`config.mk`:
```
export PLATFORM = sky130hd
export DESIGN_NAME = ps2_rx_fifo
export DESIGN_NICKNAME = d
export VERILOG_FILES = /design/src/rtl/ps2_rx_fifo.sv
export SDC_FILE = /design/constraint.sdc
export NUM_CORES = 1
export LEC_CHECK = 0
export ABC_AREA = 0
export CAP_MARGIN = 20
export CORE_MARGIN = 2
export CORE_UTILIZATION = 40
export CTS_CLUSTER_SIZE = 8
export DETAILED_ROUTE_END_ITERATION = 8
export PLACE_DENSITY = 0.55
export SKIP_CTS_REPAIR_TIMING = 1
export SLEW_MARGIN = 20
export SYNTH_ARGS = -nofsm -noshare
export SYNTH_HDL_FRONTEND = slang
export SYNTH_SLANG_ARGS = --single-unit
```
`constraint.sdc`:
```
create_clock -name clk -period 6.12 [get_ports clk]
set_input_delay 1.224 -clock clk [delete_from_list [all_inputs] [get_ports clk]]
set_output_delay 1.224 -clock clk [all_outputs]
set_load 0.05 [all_outputs]
```
`src/rtl/ps2_rx_fifo.sv`:
```
`default_nettype none
// ============================================================================
// Module      : ps2_rx_fifo
// Description : PS/2 device-to-host frame receiver feeding a show-ahead FIFO.
//               Define PS2_RX_ERR_CNT_EN to include the saturating error counter.
// Revision    : 1.0 - initial release
// ============================================================================
module ps2_rx_fifo #(
    parameter int FIFO_DEPTH     = 8,
    parameter int TIMEOUT_CYCLES = 50000
) (
    input  logic                            clk,
    input  logic                            rst_n,
    input  logic                            ps2_clk,
    input  logic                            ps2_data,
    input  logic                            read_n,
    input  logic                            ovf_clr,
    output logic [7:0]                      data,
    output logic                            ready,
    output logic [$clog2(FIFO_DEPTH)+1-1:0] level,
    output logic                            overflow,
    output logic                            frame_err,
    output logic [7:0]                      err_cnt
);

    localparam int AW = (FIFO_DEPTH > 1) ? $clog2(FIFO_DEPTH) : 1;
    localparam int LW = $clog2(FIFO_DEPTH) + 1;
    localparam int TW = $clog2(TIMEOUT_CYCLES + 1);
    localparam logic [LW-1:0] FULL_LEVEL = LW'(FIFO_DEPTH);
    localparam logic [TW-1:0] TIMEOUT_VAL = TW'(TIMEOUT_CYCLES);

    // Synchroniser and edge-detect flops idle high so reset release is edge-free.
    logic clk_s1, clk_s2, clk_s3;
    logic data_s1, data_s2;

    always_ff @(posedge clk or negedge rst_n) begin
        if (!rst_n) begin
            clk_s1  <= 1'b1;
            clk_s2  <= 1'b1;
            clk_s3  <= 1'b1;
            data_s1 <= 1'b1;
            data_s2 <= 1'b1;
        end else begin
            clk_s1  <= ps2_clk;
            clk_s2  <= clk_s1;
            clk_s3  <= clk_s2;
            data_s1 <= ps2_data;
            data_s2 <= data_s1;
        end
    end

    logic        strobe;
    logic        last_bit;
    logic [9:0]  shift;
    logic [10:0] frame_w;
    logic        frame_ok;
    logic [3:0]  bit_cnt;
    logic [TW-1:0] tcnt;
    logic        timeout_hit;
    logic        err_event;
    logic        push;

    assign strobe   = clk_s3 & ~clk_s2;
    assign last_bit = (bit_cnt == 4'd10);

    // frame_w is the full 11-bit frame as it stands once the current bit lands:
    // [0] start, [8:1] data LSB-first, [9] parity, [10] stop.
    assign frame_w  = {data_s2, shift};
    assign frame_ok = ~frame_w[0] & (^frame_w[9:1]) & frame_w[10];

    assign timeout_hit = (bit_cnt != 4'd0) & ~strobe & (tcnt == TIMEOUT_VAL);
    assign err_event   = (strobe & last_bit & ~frame_ok) | timeout_hit;
    assign push        = strobe & last_bit & frame_ok;

    always_ff @(posedge clk or negedge rst_n) begin
        if (!rst_n) begin
            shift     <= '0;
            bit_cnt   <= 4'd0;
            tcnt      <= '0;
            frame_err <= 1'b0;
        end else begin
            frame_err <= err_event;
            if (strobe) begin
                shift   <= frame_w[10:1];
                bit_cnt <= last_bit ? 4'd0 : bit_cnt + 4'd1;
                tcnt    <= '0;
            end else if (bit_cnt == 4'd0) begin
                tcnt    <= '0;
            end else if (timeout_hit) begin
                bit_cnt <= 4'd0;
                tcnt    <= '0;
            end else begin
                tcnt    <= tcnt + TW'(1);
            end
        end
    end

    logic [7:0]    mem [FIFO_DEPTH];
    logic [AW-1:0] wr_ptr, rd_ptr;
    logic          full;
    logic          pop;
    logic          do_push;
    logic          ovf_set;

    assign ready   = (level != '0);
    assign full    = (level == FULL_LEVEL);
    assign pop     = ~read_n & ready;
    // A simultaneous pop frees a slot, so a push into a full FIFO still lands.
    assign do_push = push & (~full | pop);
    assign ovf_set = push & full & ~pop;
    assign data    = mem[rd_ptr];

    always_ff @(posedge clk) begin
        if (do_push) begin
            mem[wr_ptr] <= frame_w[8:1];
        end
    end

    always_ff @(posedge clk or negedge rst_n) begin
        if (!rst_n) begin
            wr_ptr   <= '0;
            rd_ptr   <= '0;
            level    <= '0;
            overflow <= 1'b0;
        end else begin
            if (do_push) begin
                wr_ptr <= wr_ptr + AW'(1);
            end
            if (pop) begin
                rd_ptr <= rd_ptr + AW'(1);
            end
            case ({do_push, pop})
                2'b10:   level <= level + LW'(1);
                2'b01:   level <= level - LW'(1);
                default: level <= level;
            endcase
            if (ovf_set) begin
                overflow <= 1'b1;
            end else if (ovf_clr) begin
                overflow <= 1'b0;
            end
        end
    end

`ifdef PS2_RX_ERR_CNT_EN
    logic [7:0] err_cnt_r;

    always_ff @(posedge clk or negedge rst_n) begin
        if (!rst_n) begin
            err_cnt_r <= 8'd0;
        end else if (ovf_clr) begin
            err_cnt_r <= frame_err ? 8'd1 : 8'd0;
        end else if (frame_err && (err_cnt_r != 8'hFF)) begin
            err_cnt_r <= err_cnt_r + 8'd1;
        end
    end

    assign err_cnt = err_cnt_r;
`else
    assign err_cnt = 8'd0;
`endif

endmodule
`default_nettype wire

```
After elaboration in Yosys (flattened, before gate mapping). Memory sizes are Yosys's and may differ from the RTL's. Cells that the tools add are included.

Memories: 1. Flip-flop bits (word level): 47. RAM bits: 64. Bits in latches: 0. Memory bits (read-only): 0. Bits of input ports: 6. Output and inout port bits: 23.

Bitwise logic cells: 21. Magnitude comparators: 0. Reduce and logical (&&, ||, !) cells: 8. Div/mod/pow operators: 0. Multipliers: 0. Eq/ne operators: 6. Muxes and demuxes: 12. Shifts and indexed selects: 0. Add/sub/neg operators: 6.

Memory list: mem (depth 8, width 8, read ports 1, clocked after Yosys merged registers in 0, wr ports 1, line 98) `logic [7:0] mem [FIFO_DEPTH];`.

Operators by type and width (count): two-way mux 16 bit (3); adder 16 x 1 -> 16 bit (second input constant) (1); == test 16 bit (second input constant) (1); two-way mux 4 bit (4); bitwise AND 1 bit (12); parity 9 bit (1); adder 4 x 1 -> 4 bit (second input constant) (2); == test 4 bit (second input constant) (2); one-hot mux 4 bit (2 select lines) (1); nonzero test 4 bit (2); inverter 1 bit (7); adder 3 x 1 -> 3 bit (second input constant) (2); nonzero test 2 bit (3); zero test 4 bit (1); two-way mux 1 bit (4); subtractor 4 x 1 -> 4 bit (second input constant) (1); == test 2 x 1 -> 1 bit (second input constant) (1); == test 2 bit (second input constant) (1); inequality test 2 bit (second input constant) (1); bitwise OR 1 bit (2); AND reduction 2 bit (1).

Logic depth before layout (Yosys ltp). Gate-level depths: netlist of the first run.

Depth after elaboration: 8. Depth in mapped cells: 13. Gate-level depth less buffers: 12.

Worst setup path after synthesis of the first run. OpenSTA, ideal clock, no wires.

Kind: input to register. From: input port read_n. To: register level[2]. Setup time: 104 ps. Buffers on the path: 2. Cell stages on the path: 8. Arrival time: 2971 ps. Setup slack: 3045 ps. Cell sequence: clkbuf_1 or2_2 clkbuf_1 nor2_1 xor2_1 ha_1 or4_1 a221oi_1.

Word-level cells in the longest chain between the ends: 6. Elaborated cells between the ends (all ways): 8.

RTL lines: start: declaration (line 16) `input logic read_n,`; inverter 1 bit * (line 107) `assign pop = ~read_n & ready;`; bitwise AND 1 bit * (line 107); bitwise OR 1 bit (line 109) `assign do_push = push & (~full | pop);`; bitwise AND 1 bit (line 109); == test 2 x 1 -> 1 bit or == test 2 bit (tied branches) (line 132) `case ({do_push, pop})`; one-hot mux 4 bit (2 select lines) or nonzero test 2 bit (tied branches); end signal: assignment (line 133) `2'b10: level <= level + LW'(1);`; end signal: assignment (line 134) `2'b01: level <= level - LW'(1);`; end signal: assignment (line 135) `default: level <= level;`; end: declaration (line 20) `output logic [$clog2(FIFO_DEPTH)+1-1:0] level,`.

Mark *: on every way between the ends. The rest lies on a longest branch, timed or not. A chain may end at the register's enable or synchronous reset.

Worst setup path after layout of the first run.
From: register rd_ptr[0]. To: output port data[1].

Word-level cells in the longest chain between the ends: 1.

RTL lines: start: declaration (line 99) `logic [AW-1:0] wr_ptr, rd_ptr;`; start signal: assignment (line 130) `rd_ptr <= rd_ptr + AW'(1);`; memory read (8 x 8 bit); end: declaration (line 18) `output logic [7:0] data,`.

No other way between the ends.

==> results by group, run 1 <==
Detailed routing
  – Final wirelength: 8620 um
  – Drt wl/cell: 16.1 um
  – # DRC: 0
  – Via count: 2773
  – Antenna viol nets, final: 0
  – DR pass1 iterations: 4
  – Drt first-iter violations: 110
  – Via/cell ratio: 5.18

Synth
  – Synth cell count leaders: edfxtp_1 (64), nand2_1 (46), dfrtp_1 (42), nor2_1 (28), mux4_2 (16)
  – Cell variety after synth: 50
  – Synthesis Warnings: 0
  – Top-area cell type share of the netlist area: 39.1%
  – Syn avg cell area: 13.4 um2
  – Top-count cell post-synth: edfxtp_1
  – Mapped Area: 0.00492 mm2
  – Top post-synthesis cells by area: edfxtp_1 (39%), dfrtp_1 (21%), mux4_2 (7.3%), nand2_1 (3.5%), dfstp_2 (2.7%)
  – Gate Count Post-Synth: 366
  – FF+latch count, synth: 111
  – Sequential share of the synthesized area: 63.1%
  – Post-synth top area cell: edfxtp_1
  – Prevailing post-synth register cell: edfxtp_1
  – Async set-reset flop share out of synthesis: 42.3%
  – Post-synth EDFFs: 64

Power and ir drop
  – Logic gate share of total power: 30.6%
  – Cell internal pwr: 1.46 mW
  – NetSw: 788 uW
  – Switch share: 35.0%
  – Clock power frac: 24.4%
  – Leakage dissipation: 2.08 nW
  – Power per cell area: 409 mW/mm2
  – Sequential power share: 45.0%
  – Peak supply drop: 0.172 mV

Critical path
  – CP bufs+invs: 1
  – WP data arrival: 2.66 ns
  – Crit-path max FO: 18
  – Critical path type: register to output pin
  – Worst Setup SP: rd_ptr[0]$_DFFE_PN0P_
  – Cells along the critical path: mux4_2, mux2_2, clkdlybuf4s50_1
  – Launch point of the worst reg-to-reg path: data_s2$_DFF_PN1_
  – Slowest CP cell: dfrtp_2
  – Crit-path max cell delay: 0.76 ns
  – Worst Setup End Kind: output pin
  – Cell family with most CP delay: multiplexers
  – WP data required: 4.90 ns
  – Nature of the critical path startpoint: register

Floorplan
  – # IOs: 29
  – Initial Util: 41.0%
  – Die ar.: 0.0132 mm2
  – Row count: 40
  – Width of the die: 115 um
  – DIE HEIGHT: 115 um
  – CORE AREA: 0.0120 mm2

Global routing
  – M3 GR Usage: 4.22%
  – GRT Max-Usage Layer: met2
  – GR Util met1: 18.6%
  – Total grt overflow: 0
  – Largest net degree at the start of global routing: 48
  – First-pass GRT wire length: 14400 um
  – GR Util All Layers: 14.4%
  – Met2 GRT Util: 24.0%
  – Antenna violations before repair: 0
  – Vias in the first global route: 2737

Timing
  – RSZ-0062 raised after global routing: false
  – Slew headroom: 37.4%
  – Least-Margin Pin Slew: 0.936 ns
  – Fin crit period: 3.88 ns
  – # setup viols final: 0
  – Final hold viol count: 0
  – Fmax: 257 MHz
  – Fin crit share: 63.5%
  – Setup Skew: 0.00778 ns
  – Slew Viols, Final: 0
  – Fin Hold WS: 0.357 ns
  – Setup_tns: 0 ns

Place
  – Final Wtd Congestion: 0.765
  – Post-DP HPWL: 5550 um
  – Buffers added on ports: 20

Worst hold path
  – Hold Path Class: register to register
  – Hold_sp: data_s1$_DFF_PN1_

Final layout
  – Nets@finish: 397
  – Diode count: 0
  – Synth-to-layout area growth: 11.8%
  – Layout cells sized above 1: 14.4%
  – Fillers: 1080

CTS
  – Root Buffer: clkbuf_16
  – TritonCTS buffer count: 9
  – Clk_lat worst skew: 0.35 ns
  – Worst-path clk slew: 0.07 ns
  – CTS Buffer Depth: 2
  – CTS tree: yes
  – CTS Sinks: 111
  – Htree depth: 3

Run
  – Max Cap Viol: 0

Run status
  – Run status: finished, final reports clean
==> registers in the layout, summed over array words and instances (netlist names), 3 cells and up <==
register  count
bit_cnt       4
level         4
mem          64
rd_ptr        3
shift        10
tcnt         16
wr_ptr        3
==> worst register-to-register path: stages, from the launching register on <==
cell and delay, ns:
dfstp_2 0.54, nor4bb_1 0.53, nand3_1 0.26, mux2i_1 0.67, nor2_1 0.11, xor2_1 0.17
ha_1 0.23, or4_1 0.50, a221oi_1 0.29
==> layer usage <==
metal	wire [um]	share of wire (%)
met5	0	0
met4	63	0.73
met3	222	2.6
met2	4200	49
met1	4140	48
==> path summary, 6_finish.rpt <==
kind	endpoint	slack, ns	cells after the start
worst min register to register	data_s2$_DFF_PN1_	0.36	0
worst min-delay path	data_s2$_DFF_PN1_	0.36	0
worst max register to register	level[2]$_DFFE_PN0P_	2.71	8
max in group asynchronous	rd_ptr[0]$_DFFE_PN0P_	4.69	2
min in group asynchronous	tcnt[1]$_DFF_PN0_	0.97	2
worst max-delay path	data[1]	2.24	3
==> layout by cell type (no fill, tap or decap), drive strengths merged, types with 2 or more instances in the layout <==
| master | netlist | layout |
|---|---|---|
| o21ai | 12 | 12 |
| xnor2 | 10 | 10 |
| or4 | 2 | 2 |
| nand3b | 3 | 3 |
| clkbuf | 6 | 10 |
| nor3b | 2 | 2 |
| nor4bb | 3 | 3 |
| mux2 | 10 | 10 |
| or3 | 6 | 6 |
| clkinv | 0 | 2 |
| dfrtp | 42 | 42 |
| o31ai | 2 | 2 |
| inv | 11 | 14 |
| nand3 | 12 | 12 |
| nor3 | 8 | 8 |
| and2 | 2 | 2 |
| ha | 8 | 8 |
| nand2 | 46 | 46 |
| and4 | 2 | 2 |
| nor2 | 28 | 28 |
| clkdlybuf4s50 | 0 | 19 |
| conb | 1 | 8 |
| xnor3 | 2 | 2 |
| mux4 | 16 | 16 |
| nand2b | 4 | 4 |
| and3 | 7 | 7 |
| buf | 16 | 2 |
| nor4 | 3 | 3 |
| dfstp | 5 | 5 |
| nand4 | 8 | 8 |
| a21oi | 4 | 4 |
| xor2 | 9 | 9 |
| edfxtp | 64 | 64 |
==> logic make-up (layout without fill, tap and decap cells) <==
family	Yosys count	count (layout)	synth area share, %
adders and majority gates	8	8	2.03
AOI/OAI and AO/OA	26	26	3.25
other	1	8	0.0762
xor gates and xnor gates	21	21	4.32
muxes	27	27	9.81
DFF	111	111	63.1
and+or+nand+nor	139	139	14.1
buffers and inverters	33	48	3.28
==> cell type report <==
cell class | count | area (um2) | area share (%)
Sequential cell | 111 | 3110 | 56.4
Inverter | 11 | 41.3 | 0.750
Clock inverter | 6 | 50.0 | 0.909
Timing Repair Buffer | 21 | 203 | 3.68
Clock buffer | 10 | 229 | 4.16
Multi-Input combinational cell | 229 | 1690 | 30.7
Tap cell | 147 | 184 | 3.34
==> metrics by stage <==
stage | area, um2 | setup slack, ns | instances | utilization, % | total power [mW]
6_report | 5500 | 2.24 | 535 | 45.8 | 2.25
5_1_grt | 5500 | 2.10 | 535 | 45.8 | 2.38
4_1_cts | 5500 | 1.80 | 535 | 45.8 | 2.28
3_5_place_dp | 5220 | 2.19 | 519 | 43.5 | 1.73
3_3_place_gp | 5220 | 2.22 | 519 | 43.5 | 1.72
2_1_floorplan | 4950 | 3.05 | 373 | - | 1.54
==> power groups by stage <==
| stage | logic (mW) | clock network, mW | registers [mW] |
|---|---|---|---|
| 2_1_floorplan | 0.587 | 0 | 0.955 |
| 3_3_place_gp | 0.687 | 0 | 1.03 |
| 3_5_place_dp | 0.694 | 0 | 1.03 |
| 4_1_cts | 0.697 | 0.569 | 1.02 |
| 5_1_grt | 0.743 | 0.602 | 1.04 |
| 6_report | 0.687 | 0.550 | 1.01 |
No activity file was read; power rests on OpenSTA's default activity.
==> run 2, diff against run 1 <==
--- a/config.mk
+++ b/config.mk
@@ -11,7 +11,7 @@
 export CORE_UTILIZATION = 40
 export CTS_CLUSTER_SIZE = 8
 export DETAILED_ROUTE_END_ITERATION = 8
-export PLACE_DENSITY = 0.55
+export PLACE_DENSITY = 0.57
 export SKIP_CTS_REPAIR_TIMING = 1
 export SLEW_MARGIN = 20
 export SYNTH_ARGS = -nofsm -noshare
==> constraint.sdc (replaced) <==
create_clock -name clk -period 3.25 [get_ports clk]
set_input_delay 0.65 -clock clk [delete_from_list [all_inputs] [get_ports clk]]
set_output_delay 0.65 -clock clk [all_outputs]
set_load 0.05 [all_outputs]
==> results by group, run 2 (same netlist as run 1, synthesis figures left out) <==
CTS
  – TritonCTS buffer count: 9 (unchanged)
  – Root Buffer: clkbuf_16
  – CTS Buffer Depth: 2 (unchanged)
  – CTS tree: yes
  – Worst-path clk slew: 0.07 ns (about the same)
  – Clk_lat worst skew: 0.35 ns (about the same)
  – Htree depth: 3 (unchanged)
  – CTS Sinks: 111 (unchanged)

Power and ir drop
  – NetSw: 1.53 mW (+94%)
  – Power per cell area: 767 mW/mm2 (+88%)
  – Clock power frac: 25.0% (+0.6 points)
  – Sequential power share: 42.1% (-2.9 points)
  – Logic gate share of total power: 32.8% (+2.2 points)
  – Switch share: 35.8% (+0.72 points)
  – Cell internal pwr: 2.75 mW (+88%)
  – Leakage dissipation: 2.16 nW (+3.9%)
  – Peak supply drop: 0.360 mV (+110%)

Final layout
  – Commonest non-fill, non-tap cell in the layout: edfxtp_1
  – Largest registers: mem (64), tcnt (16), shift (10)
  – Nets@finish: 410 (+3.3%)
  – Most flops, register: mem
  – Layout cells sized above 1: 18.7% (+4.3 points)
  – Largest register FFs: 64 (unchanged)
  – Most frequent cells in the layout: edfxtp_1 (64), nand2_1 (46), dfrtp_1 (42), nor2_1 (28), buf_4 (23)
  – Synth-to-layout area growth: 13.5%
  – Diode count: 0 (unchanged)
  – Design Area, Final: 0.00559 mm2 (+1.5%)

Run status
  – Run status: finished, final reports clean

Timing
  – Final hold viol count: 0 (unchanged)
  – Least-Margin Pin Slew: 0.892 ns (-0.0438 ns)
  – RSZ-0062 raised after global routing: false
  – # setup viols final: 0 (unchanged)
  – Fin crit share: 87.9%
  – Fin crit period: 2.86 ns
  – Slew Viols, Final: 0 (unchanged)
  – Slew headroom: 40.4% (+3.0 points)
  – Fmax: 350 MHz
  – Setup Skew: 0.00956 ns (+0.00178 ns)
  – Setup_tns: 0 ns (unchanged)

Global routing
  – Antenna violations before repair: 0 (unchanged)
  – Largest net degree at the start of global routing: 48 (unchanged)
  – Total grt overflow: 0 (unchanged)
  – Vias in the first global route: 2733 (-0.15%)
  – First-pass GRT wire length: 14400 um (+0.34%)
  – GR Util All Layers: 14.4% (-0.021 points)

Critical path
  – Nature of the critical path startpoint: register
  – R2R cell count: 8 (unchanged)
  – Cells along the critical path: nor4bb_1, nand3_1, mux2i_1, nor2_1, xor2_1, ha_1, or4_1, a221oi_1
  – Worst Setup End Kind: register
  – WP data required: 3.49 ns (-1.41 ns)
  – Crit-path max cell delay: 0.54 ns (-0.22 ns)
  – Critical path type: register to register
  – Crit-path max FO: 4 (-14)
  – Slowest CP cell: dfstp_2
  – WP data arrival: 3.10 ns (+0.44 ns)

Detailed routing
  – Antenna viol nets, final: 0 (unchanged)
  – Drt first-iter violations: 214 (+95%)
  – Via count: 2852 (+2.8%)
  – DR pass1 iterations: 5 (+1)
  – Drt wl/cell: 15.9 um (-1.1%)
  – Via/cell ratio: 5.20 (+0.41%)
  – Final wirelength: 8740 um (+1.3%)
  – # DRC: 0 (unchanged)

Floorplan
  – DIE HEIGHT: 115 um (unchanged)
  – Initial Util: 41.0% (unchanged)
  – Row count: 40 (unchanged)
  – Width of the die: 115 um (unchanged)
  – # IOs: 29 (unchanged)
  – CORE AREA: 0.0120 mm2 (unchanged)
  – Die ar.: 0.0132 mm2 (unchanged)

Place
  – Post-DP HPWL: 5850 um (+5.4%)
  – Final Wtd Congestion: 0.754 (-1.4%)
  – Buffers added on ports: 20 (unchanged)
  – Placed cell area: 0.00529 mm2 (+1.3%)

Worst hold path
  – Hold Path Class: input port to asynchronous set/reset pin

Run
  – Max Cap Viol: 0 (unchanged)
run 2: power groups by stage:
stage	Sequential, mW	Clock, mW	Combinational, mW
finish	1.81	1.07	1.41
global route	1.83	1.17	1.53
CTS	1.81	1.10	1.43
detailed placement	1.84	0	1.42
global placement	1.82	0	1.42
floorplan	1.80	0	1.11
run 2: metal layers:
layer,vias up,share of wire (%),track usage (%)
met4,0,1.5,4.58
met3,9,4.8,3.90
met1,1392,47,19.7
met2,72,47,22.6
li1,1379,-,-
met5,-,0,0
run 2: layout make-up:
type	instances	area, um2
Clock buffer	9	225
Clock inverter	7	67.6
Fill cell	1075	6420
Inverter	11	41.3
Multi-Input combinational cell	229	1680
Sequential cell	111	3100
Tap cell	147	184
Timing Repair Buffer	34	283
run 2: worst paths after layout:
| kind | from | endpoint | slack, ns |
|---|---|---|---|
| min reg2reg | data_s1$_DFF_PN1_ | data_s2$_DFF_PN1_ | 0.36 |
| min | rst_n | tcnt[0]$_DFF_PN0_ | 0.30 |
| min in group clk | data_s1$_DFF_PN1_ | data_s2$_DFF_PN1_ | 0.36 |
| max in group asynchronous | rst_n | wr_ptr[0]$_DFFE_PN0P_ | 2.53 |
| max | data_s2$_DFF_PN1_ | level[2]$_DFFE_PN0P_ | 0.39 |
| max reg2reg | data_s2$_DFF_PN1_ | level[2]$_DFFE_PN0P_ | 0.39 |
run 2: worst max-delay path, delay by kind of cell (launching register included):
family	cells	cell delay, ns
adders and majority gates	1	0.23
muxes	1	0.24
xor gates and xnor gates	1	0.14
DFF	1	0.54
and+or+nand+nor	4	1.34
AOI/OAI and AO/OA	1	0.26
run 2: through the flow:
| step | hold WS (ns) | utilization (%) | instances | total power, mW | setup WS [ns] |
|---|---|---|---|---|---|
| after floorplan | 0.345 | - | 373 | 2.90 | 0.431 |
| after global placement | 0.347 | 44.1 | 532 | 3.24 | 0.510 |
| after detailed placement | 0.347 | 44.1 | 532 | 3.26 | 0.366 |
| after CTS | 0.358 | 46.5 | 548 | 4.33 | 0.367 |
| after global routing | 0.346 | 46.5 | 548 | 4.53 | 0.146 |
| final | 0.300 | 46.5 | 548 | 4.29 | 0.392 |
==> run 3, diff against run 2 <==
--- a/config.mk
+++ b/config.mk
@@ -13,6 +13,7 @@
 export DETAILED_ROUTE_END_ITERATION = 8
 export PLACE_DENSITY = 0.57
 export SKIP_CTS_REPAIR_TIMING = 1
+export SKIP_LAST_GASP = 1
 export SLEW_MARGIN = 20
 export SYNTH_ARGS = -nofsm -noshare
 export SYNTH_HDL_FRONTEND = slang
==> results of run 3 <==
No change in the layout: final DEF, timing and power equal those of run 2.
